`config.mk`:
```
export PLATFORM = sky130hd
export DESIGN_NAME = spi_ram_master_ctrl
export DESIGN_NICKNAME = d
export VERILOG_FILES = /design/src/rtl/spi_ram_master_ctrl.sv
export SDC_FILE = /design/constraint.sdc
export NUM_CORES = 1
export LEC_CHECK = 0
export BUFFER_PORTS_ARGS = -buffer_cell sky130_fd_sc_hd__buf_2
export CAP_MARGIN = 20
export CORE_ASPECT_RATIO = 0.6
export CORE_MARGIN = 4
export CORE_UTILIZATION = 55
export DETAILED_ROUTE_END_ITERATION = 10
export GPL_TIMING_DRIVEN = 0
export PLACE_DENSITY = 0.76
export SLEW_MARGIN = 5
export SYNTH_ARGS = -nofsm -noshare
export SYNTH_HDL_FRONTEND = slang
export SYNTH_SLANG_ARGS = --single-unit
```
`constraint.sdc`:
```
create_clock -name clk -period 3.3 [get_ports clk]
set_input_delay 0.165 -clock clk [delete_from_list [all_inputs] [get_ports clk]]
set_output_delay 0.165 -clock clk [all_outputs]
set_load 0.01 [all_outputs]
```
`src/rtl/spi_ram_master_ctrl.sv`:
```
// spi_ram_master_ctrl: host-side SPI master for the SPI-slave / single-port RAM.
// Turns a valid/ready byte request into 11-bit frames {sel, c1, c0, d7..d0}.
// Ports:
//   clk, rst_n             shared system / SPI bit clock, async active-low reset
//   req_valid/req_ready    request handshake (ready only while idle)
//   req_write/addr/wdata   request fields, latched at acceptance
//   rsp_valid/rsp_rdata    one-cycle completion pulse, read data held until next read
//   SS_n/MOSI/MISO         serial interface to the slave
module spi_ram_master_ctrl #(
  parameter int unsigned GAP       = 2,
  parameter int unsigned MISO_LAT  = 2,
  parameter int unsigned SKIP_ADDR = 1
) (
  input  logic       clk,
  input  logic       rst_n,
  input  logic       req_valid,
  output logic       req_ready,
  input  logic       req_write,
  input  logic [7:0] req_addr,
  input  logic [7:0] req_wdata,
  output logic       rsp_valid,
  output logic [7:0] rsp_rdata,
  output logic       SS_n,
  output logic       MOSI,
  input  logic       MISO
);

  localparam int unsigned FRAME_W = 11;
  localparam int unsigned CNT_W   = 8;
  localparam int unsigned BCNT_W  = 4;

  localparam logic [1:0] CMD_WADDR = 2'b00;
  localparam logic [1:0] CMD_WDATA = 2'b01;
  localparam logic [1:0] CMD_RADDR = 2'b10;
  localparam logic [1:0] CMD_RDATA = 2'b11;

  localparam logic [CNT_W-1:0]  GAP_LAST  = CNT_W'(GAP - 1);
  // Only meaningful when MISO_LAT > 1; WAIT_MISO is skipped otherwise.
  localparam logic [CNT_W-1:0]  WAIT_LAST = CNT_W'(MISO_LAT - 2);
  localparam logic [CNT_W-1:0]  CAP_LAST  = CNT_W'(7);
  localparam logic [BCNT_W-1:0] LAST_BIT  = BCNT_W'(FRAME_W - 1);

  typedef enum logic [2:0] {
    S_IDLE,
    S_LOAD,
    S_SETUP,
    S_SHIFT,
    S_WAIT,
    S_CAPTURE,
    S_GAP
  } state_t;

  state_t               state_q;
  logic [1:0]           cmd_q;
  logic [7:0]           addr_q;
  logic [7:0]           wdata_q;
  logic [FRAME_W-1:0]   frame_q;
  logic [BCNT_W-1:0]    bit_cnt_q;
  logic [CNT_W-1:0]     cnt_q;
  logic [7:0]           rdata_sh_q;
  logic                 last_q;
  logic [7:0]           cache_addr_q;
  logic                 cache_vld_q;
  logic                 req_ready_q;
  logic                 rsp_valid_q;
  logic [7:0]           rsp_rdata_q;
  logic                 ss_n_q;
  logic                 mosi_q;

  logic                 skip_hit_c;

  // Builds a frame; sel always mirrors c1, read-data frames carry zeros.
  function automatic logic [FRAME_W-1:0] frame_of(input logic [1:0] cmd,
                                                  input logic [7:0] addr,
                                                  input logic [7:0] wdata);
    logic [7:0] d;
    case (cmd)
      CMD_WDATA: d = wdata;
      CMD_RDATA: d = 8'h00;
      default:   d = addr;
    endcase
    return {cmd[1], cmd, d};
  endfunction

  // Write address frame can be dropped when the slave already holds this address.
  assign skip_hit_c = (SKIP_ADDR != 0) && cache_vld_q && (cache_addr_q == req_addr);

  // Sequencer: state, frame shifter, capture and all registered outputs.
  always_ff @(posedge clk or negedge rst_n) begin
    if (!rst_n) begin
      state_q      <= S_IDLE;
      cmd_q        <= CMD_WADDR;
      addr_q       <= '0;
      wdata_q      <= '0;
      frame_q      <= '0;
      bit_cnt_q    <= '0;
      cnt_q        <= '0;
      rdata_sh_q   <= '0;
      last_q       <= 1'b0;
      cache_addr_q <= '0;
      cache_vld_q  <= 1'b0;
      req_ready_q  <= 1'b1;
      rsp_valid_q  <= 1'b0;
      rsp_rdata_q  <= '0;
      ss_n_q       <= 1'b1;
      mosi_q       <= 1'b0;
    end else begin
      rsp_valid_q <= 1'b0;
      case (state_q)
        S_IDLE: begin
          if (req_valid && req_ready_q) begin
            addr_q      <= req_addr;
            wdata_q     <= req_wdata;
            last_q      <= 1'b0;
            req_ready_q <= 1'b0;
            state_q     <= S_LOAD;
            if (!req_write) begin
              cmd_q <= CMD_RADDR;
            end else if (skip_hit_c) begin
              cmd_q <= CMD_WDATA;
            end else begin
              cmd_q <= CMD_WADDR;
            end
          end
        end

        S_LOAD: begin
          frame_q <= frame_of(cmd_q, addr_q, wdata_q);
          ss_n_q  <= 1'b0;
          mosi_q  <= 1'b0;
          state_q <= S_SETUP;
        end

        S_SETUP: begin
          mosi_q    <= frame_q[FRAME_W-1];
          frame_q   <= {frame_q[FRAME_W-2:0], 1'b0};
          bit_cnt_q <= LAST_BIT;
          state_q   <= S_SHIFT;
        end

        S_SHIFT: begin
          if (bit_cnt_q != '0) begin
            mosi_q    <= frame_q[FRAME_W-1];
            frame_q   <= {frame_q[FRAME_W-2:0], 1'b0};
            bit_cnt_q <= bit_cnt_q - BCNT_W'(1);
          end else begin
            // Last bit has been on MOSI for a full cycle; frame is done.
            mosi_q <= 1'b0;
            cnt_q  <= '0;
            case (cmd_q)
              CMD_WADDR: begin
                cache_addr_q <= addr_q;
                cache_vld_q  <= 1'b1;
                cmd_q        <= CMD_WDATA;
                ss_n_q       <= 1'b1;
                state_q      <= S_GAP;
              end
              CMD_WDATA: begin
                rsp_valid_q <= 1'b1;
                last_q      <= 1'b1;
                ss_n_q      <= 1'b1;
                state_q     <= S_GAP;
              end
              CMD_RADDR: begin
                cmd_q   <= CMD_RDATA;
                ss_n_q  <= 1'b1;
                state_q <= S_GAP;
              end
              default: begin
                // Read data: keep SS_n low while the slave turns its data around.
                state_q <= (MISO_LAT > 1) ? S_WAIT : S_CAPTURE;
              end
            endcase
          end
        end

        S_WAIT: begin
          if (cnt_q == WAIT_LAST) begin
            cnt_q   <= '0;
            state_q <= S_CAPTURE;
          end else begin
            cnt_q <= cnt_q + CNT_W'(1);
          end
        end

        S_CAPTURE: begin
          rdata_sh_q <= {rdata_sh_q[6:0], MISO};
          if (cnt_q == CAP_LAST) begin
            rsp_rdata_q <= {rdata_sh_q[6:0], MISO};
            rsp_valid_q <= 1'b1;
            last_q      <= 1'b1;
            ss_n_q      <= 1'b1;
            cnt_q       <= '0;
            state_q     <= S_GAP;
          end else begin
            cnt_q <= cnt_q + CNT_W'(1);
          end
        end

        S_GAP: begin
          if (cnt_q == GAP_LAST) begin
            cnt_q <= '0;
            if (last_q) begin
              req_ready_q <= 1'b1;
              state_q     <= S_IDLE;
            end else begin
              // Next frame's setup cycle starts right after the gap.
              frame_q <= frame_of(cmd_q, addr_q, wdata_q);
              ss_n_q  <= 1'b0;
              mosi_q  <= 1'b0;
              state_q <= S_SETUP;
            end
          end else begin
            cnt_q <= cnt_q + CNT_W'(1);
          end
        end

        default: begin
          state_q     <= S_IDLE;
          req_ready_q <= 1'b1;
          ss_n_q      <= 1'b1;
          mosi_q      <= 1'b0;
        end
      endcase
    end
  end

  assign req_ready = req_ready_q;
  assign rsp_valid = rsp_valid_q;
  assign rsp_rdata = rsp_rdata_q;
  assign SS_n      = ss_n_q;
  assign MOSI      = mosi_q;

endmodule

```
==> flow_summary_export.csv <==
group,metric,value,unit
grt,grt_pass1_wl,14100,microns
grt,grt_pass1_vias,2706,
synthesis,synth_edf_count,0,
cts,cts_buffers,9,
worst_setup_path,crit_type,"flip-flop to flip-flop",
cts,cts_setup_buffers,0,
timing,max-slew-margin-rel,0.428,
worst_setup_path,r2r_start,"bit_cnt_q[0]",
power_and_ir_drop,p_seq_frac,0.356,
worst_setup_path,startpoint,"bit_cnt_q[0]",
power_and_ir_drop,swShare,0.372,
synthesis,yosys_register_bits,73,
synthesis,synth_fp_nets,348,
min_path,hold_start,"req_write",
worst_setup_path,cp_max_fo,9,
cells_and_area,seq_area,1830,sq um
route,drt_iter0_drc,197,
synthesis,ys.flop_type,"dfrtp_1",
timing,finClkSkew,0.00458,ns
synthesis,yosysWarnings,0,
power_and_ir_drop,power.internal,2560,uW
run,drv_cap,0,
power_and_ir_drop,p_switching,1520,uW
synthesis,async_flop_share,1.00,
timing,fin_tns_setup,0,ns
power_and_ir_drop,power,4080,uW
route,ant_nets,0,
timing,tightest_slew,0.856,ns
timing,fmax,363,MHz
min_path,hold_depth,2,
cells_and_area,fin_nets,393,
floorplan,start_util,0.586,
cells_and_area,multi_input_area,1690,sq um
status,outcome,"complete, no violations",
synthesis,syn-mean-instance-area,11.5,sq um
route,remaining_drc_errors,0,
route,routed_wire_length_per_instance,18.1,microns
power_and_ir_drop,pwr-share-comb,0.401,
worst_setup_path,r2r_slack,0.54,ns
synthesis,syn_inst,322,
grt,antenna_found_initial,0,
floorplan,fp.dieArea,8170,sq um
route,viasPerCell,5.92,
cts,htree_num_levels,3,
cts,clk_latency,0.34,ns
floorplan,io_pins,33,
timing,setup_violations,0,
route,vias,2692,
synthesis,seq_area_frac_synth,0.493,
power_and_ir_drop,vdd_drop_max,0.490,mV
worst_setup_path,end_kind,"flip-flop",
timing,finalMaxSlewViolations,0,
placement,place_congestion,0.844,
cts,cts_tree,"built",
floorplan,num_rows,22,
grt,track_usage,0.224,
cells_and_area,fillCellCount,477,
worst_setup_path,required,3.52,ns
grt,grt_max_degree,50,
floorplan,core_area,6330,sq um
synthesis,yosysUniqueCellTypes,60,
worst_setup_path,startpoint_type,"flip-flop",
timing,period_needed,2.76,ns
placement,hpwl,5810,microns
min_path,holdCritPathClass,"primary input to flip-flop",
timing,rsz0062_at_grt,"false",
cells_and_area,drive_above_1_share,0.310,
cts,cts_root_buffer,"clkbuf_16",
placement,portBuffers,32,
worst_setup_path,arrival,2.98,ns
cts,clock_path_buffers,2,
cts,clk_pin_slew,0.06,ns
cells_and_area,antennaDiodeCount,0,
grt,grt_overflow_total,0,
route,dr.pass1.iters,4,
worst_setup_path,r2r-end,"cache_addr_q[7]",
power_and_ir_drop,clock_power_share,0.243,
power_and_ir_drop,p_per_area,945,nW/um^2
route,finalWirelength,8220,microns
worst_setup_path,ff2ff_path_depth,7,
power_and_ir_drop,p_leak,0.00202,uW
timing,fin_crit_sh,0.835,
min_path,worstHoldEndpoint,"cmd_q[1]",
cts,numClockSinks,73,
synthesis,netlist_area,3710,sq um
cells_and_area,area_delta_synth_final,16.4,%
timing,finalHoldViolCount,0,
floorplan,die_w,114,microns
floorplan,die_y,71.6,microns
## worst max path at each step
stage                            to  slack [ns]
global placement    cache_addr_q[4]        0.69
floorplan           cache_addr_q[0]        1.14
CTS                 cache_addr_q[7]        0.60
detailed placement  cache_addr_q[7]        0.61
finish              cache_addr_q[7]        0.54
global route        cache_addr_q[7]        0.46
## synth_stat cells (3+ instances only)
cell type / count / area share
buf_6: 6 / 0.018
inv_1: 12 / 0.012
xor2_1: 7 / 0.017
o21ai_0: 18 / 0.024
o211ai_1: 3 / 0.0061
dfrtp_1: 71 / 0.48
nor4_1: 4 / 0.0067
a221o_1: 9 / 0.024
clkbuf_1: 9 / 0.0091
or3_1: 4 / 0.0067
or2_2: 3 / 0.0051
a21oi_1: 12 / 0.016
mux2_1: 4 / 0.012
nor3_1: 6 / 0.0081
mux2i_1: 7 / 0.019
mux2_2: 40 / 0.12
a2bb2oi_1: 3 / 0.0071
nor2_1: 13 / 0.013
nand3_1: 9 / 0.012
ha_1: 5 / 0.017
nand2b_1: 4 / 0.0067
nand2_1: 22 / 0.022
nand4_1: 3 / 0.0051
## power by group through the flow
stage	clock [uW]	combinational, uW	sequential (uW)
CTS	1010	1630	1450
global route	1060	1810	1490
detailed placement	0	1610	1450
finish	991	1640	1450
floorplan	0	1250	1370
global placement	0	1540	1440
## area by class of cell
type / count / area share
Timing Repair Buffer: 34 / 0.0463
Buffer: 20 / 0.0330
Clock buffer: 11 / 0.0585
Tap cell: 84 / 0.0243
Inverter: 14 / 0.0122
Multi-Input combinational cell: 215 / 0.390
Sequential cell: 73 / 0.424
Clock inverter: 4 / 0.0119
## flip-flops by register name (all words and copies together) (netlist names), 3 cells and up
register / count
cnt_q: 8
wdata_q: 8
cache_addr_q: 8
bit_cnt_q: 4
addr_q: 8
frame_q: 11
rsp_rdata: 8
state_q: 3
rdata_sh_q: 7
## cell families (layout without fill, tap and decap cells)
group	Yosys count	after routing	share of synthesized area
compound gates	69	69	0.144
xor+xnor	8	8	0.0189
fa+ha+maj	5	5	0.0169
buf+inv	34	83	0.0526
flops	73	73	0.493
mux	52	52	0.156
simple gates	81	81	0.118
## metrics by stage
step | cells | util | instance area [sq um] | hold WS, ns | setup slack (ns)
after detailed placement | 439 | 0.633 | 4010 | 0.104 | 0.608
after floorplan | 322 | - | 3710 | -0.131 | 1.14
after global placement | 438 | 0.628 | 3980 | 0.360 | 0.688
final | 455 | 0.682 | 4320 | 0.0195 | 0.544
after global routing | 455 | 0.682 | 4320 | 0.0137 | 0.462
after CTS | 455 | 0.682 | 4320 | 0.00891 | 0.601
## per-layer routing
metal	vias up	global-route usage	wire, microns
met1	1320	0.334	3940
met3	10	0.0709	581
met4	0	0.0606	79
met2	90	0.315	3620
met5	-	0	0
li1	1272	-	-
## placed cells by master (no fill, tap or decap), types with 2 or more instances in the layout
master     synthesis  final
buf_2              2     33
a21oi_1           12     12
nor2b_1            2      2
a221o_1            9      9
nor3_1             6      6
inv_1             12     12
a31oi_1            2      2
a31o_2             2      2
o41ai_1            2      2
xor2_1             7      7
buf_4              1      2
nand2_1           22     22
clkinv_1           2      2
a22oi_1            2      2
dfrtp_1           71     71
nor3b_1            2      2
buf_6              6      6
mux2i_1            7      7
nor2_1            13     13
a2bb2oi_1          3      3
ha_1               5      5
mux2_2            40     40
clkbuf_16          0      9
o211ai_1           3      3
clkbuf_8           1      3
dfstp_2            2      2
o21ai_0           18     18
nand4_1            3      3
or3_1              4      4
or2_2              3      3
nand2b_1           4      4
clkbuf_1           9      9
a211oi_1           2      2
nor4_1             4      4
o41ai_4            2      2
mux2_1             4      4
nand3_1            9      9
## what timing repair did
action,in CTS,in global routing
endpoints found under the setup margin,0,0
endpoints found under the hold margin,23,0
gates resized for setup,0,0
hold buffers,1,0
## critical path, stage by stage (launching register included)
cell and delay [ns]:
dfrtp_1 0.41, inv_1 0.11, ha_1 0.19, nor3b_1 0.71, nand3_1 0.25, or3_1 0.36, clkbuf_1 0.26, mux2_2 0.35
No activity file was read; power rests on OpenSTA's default activity.
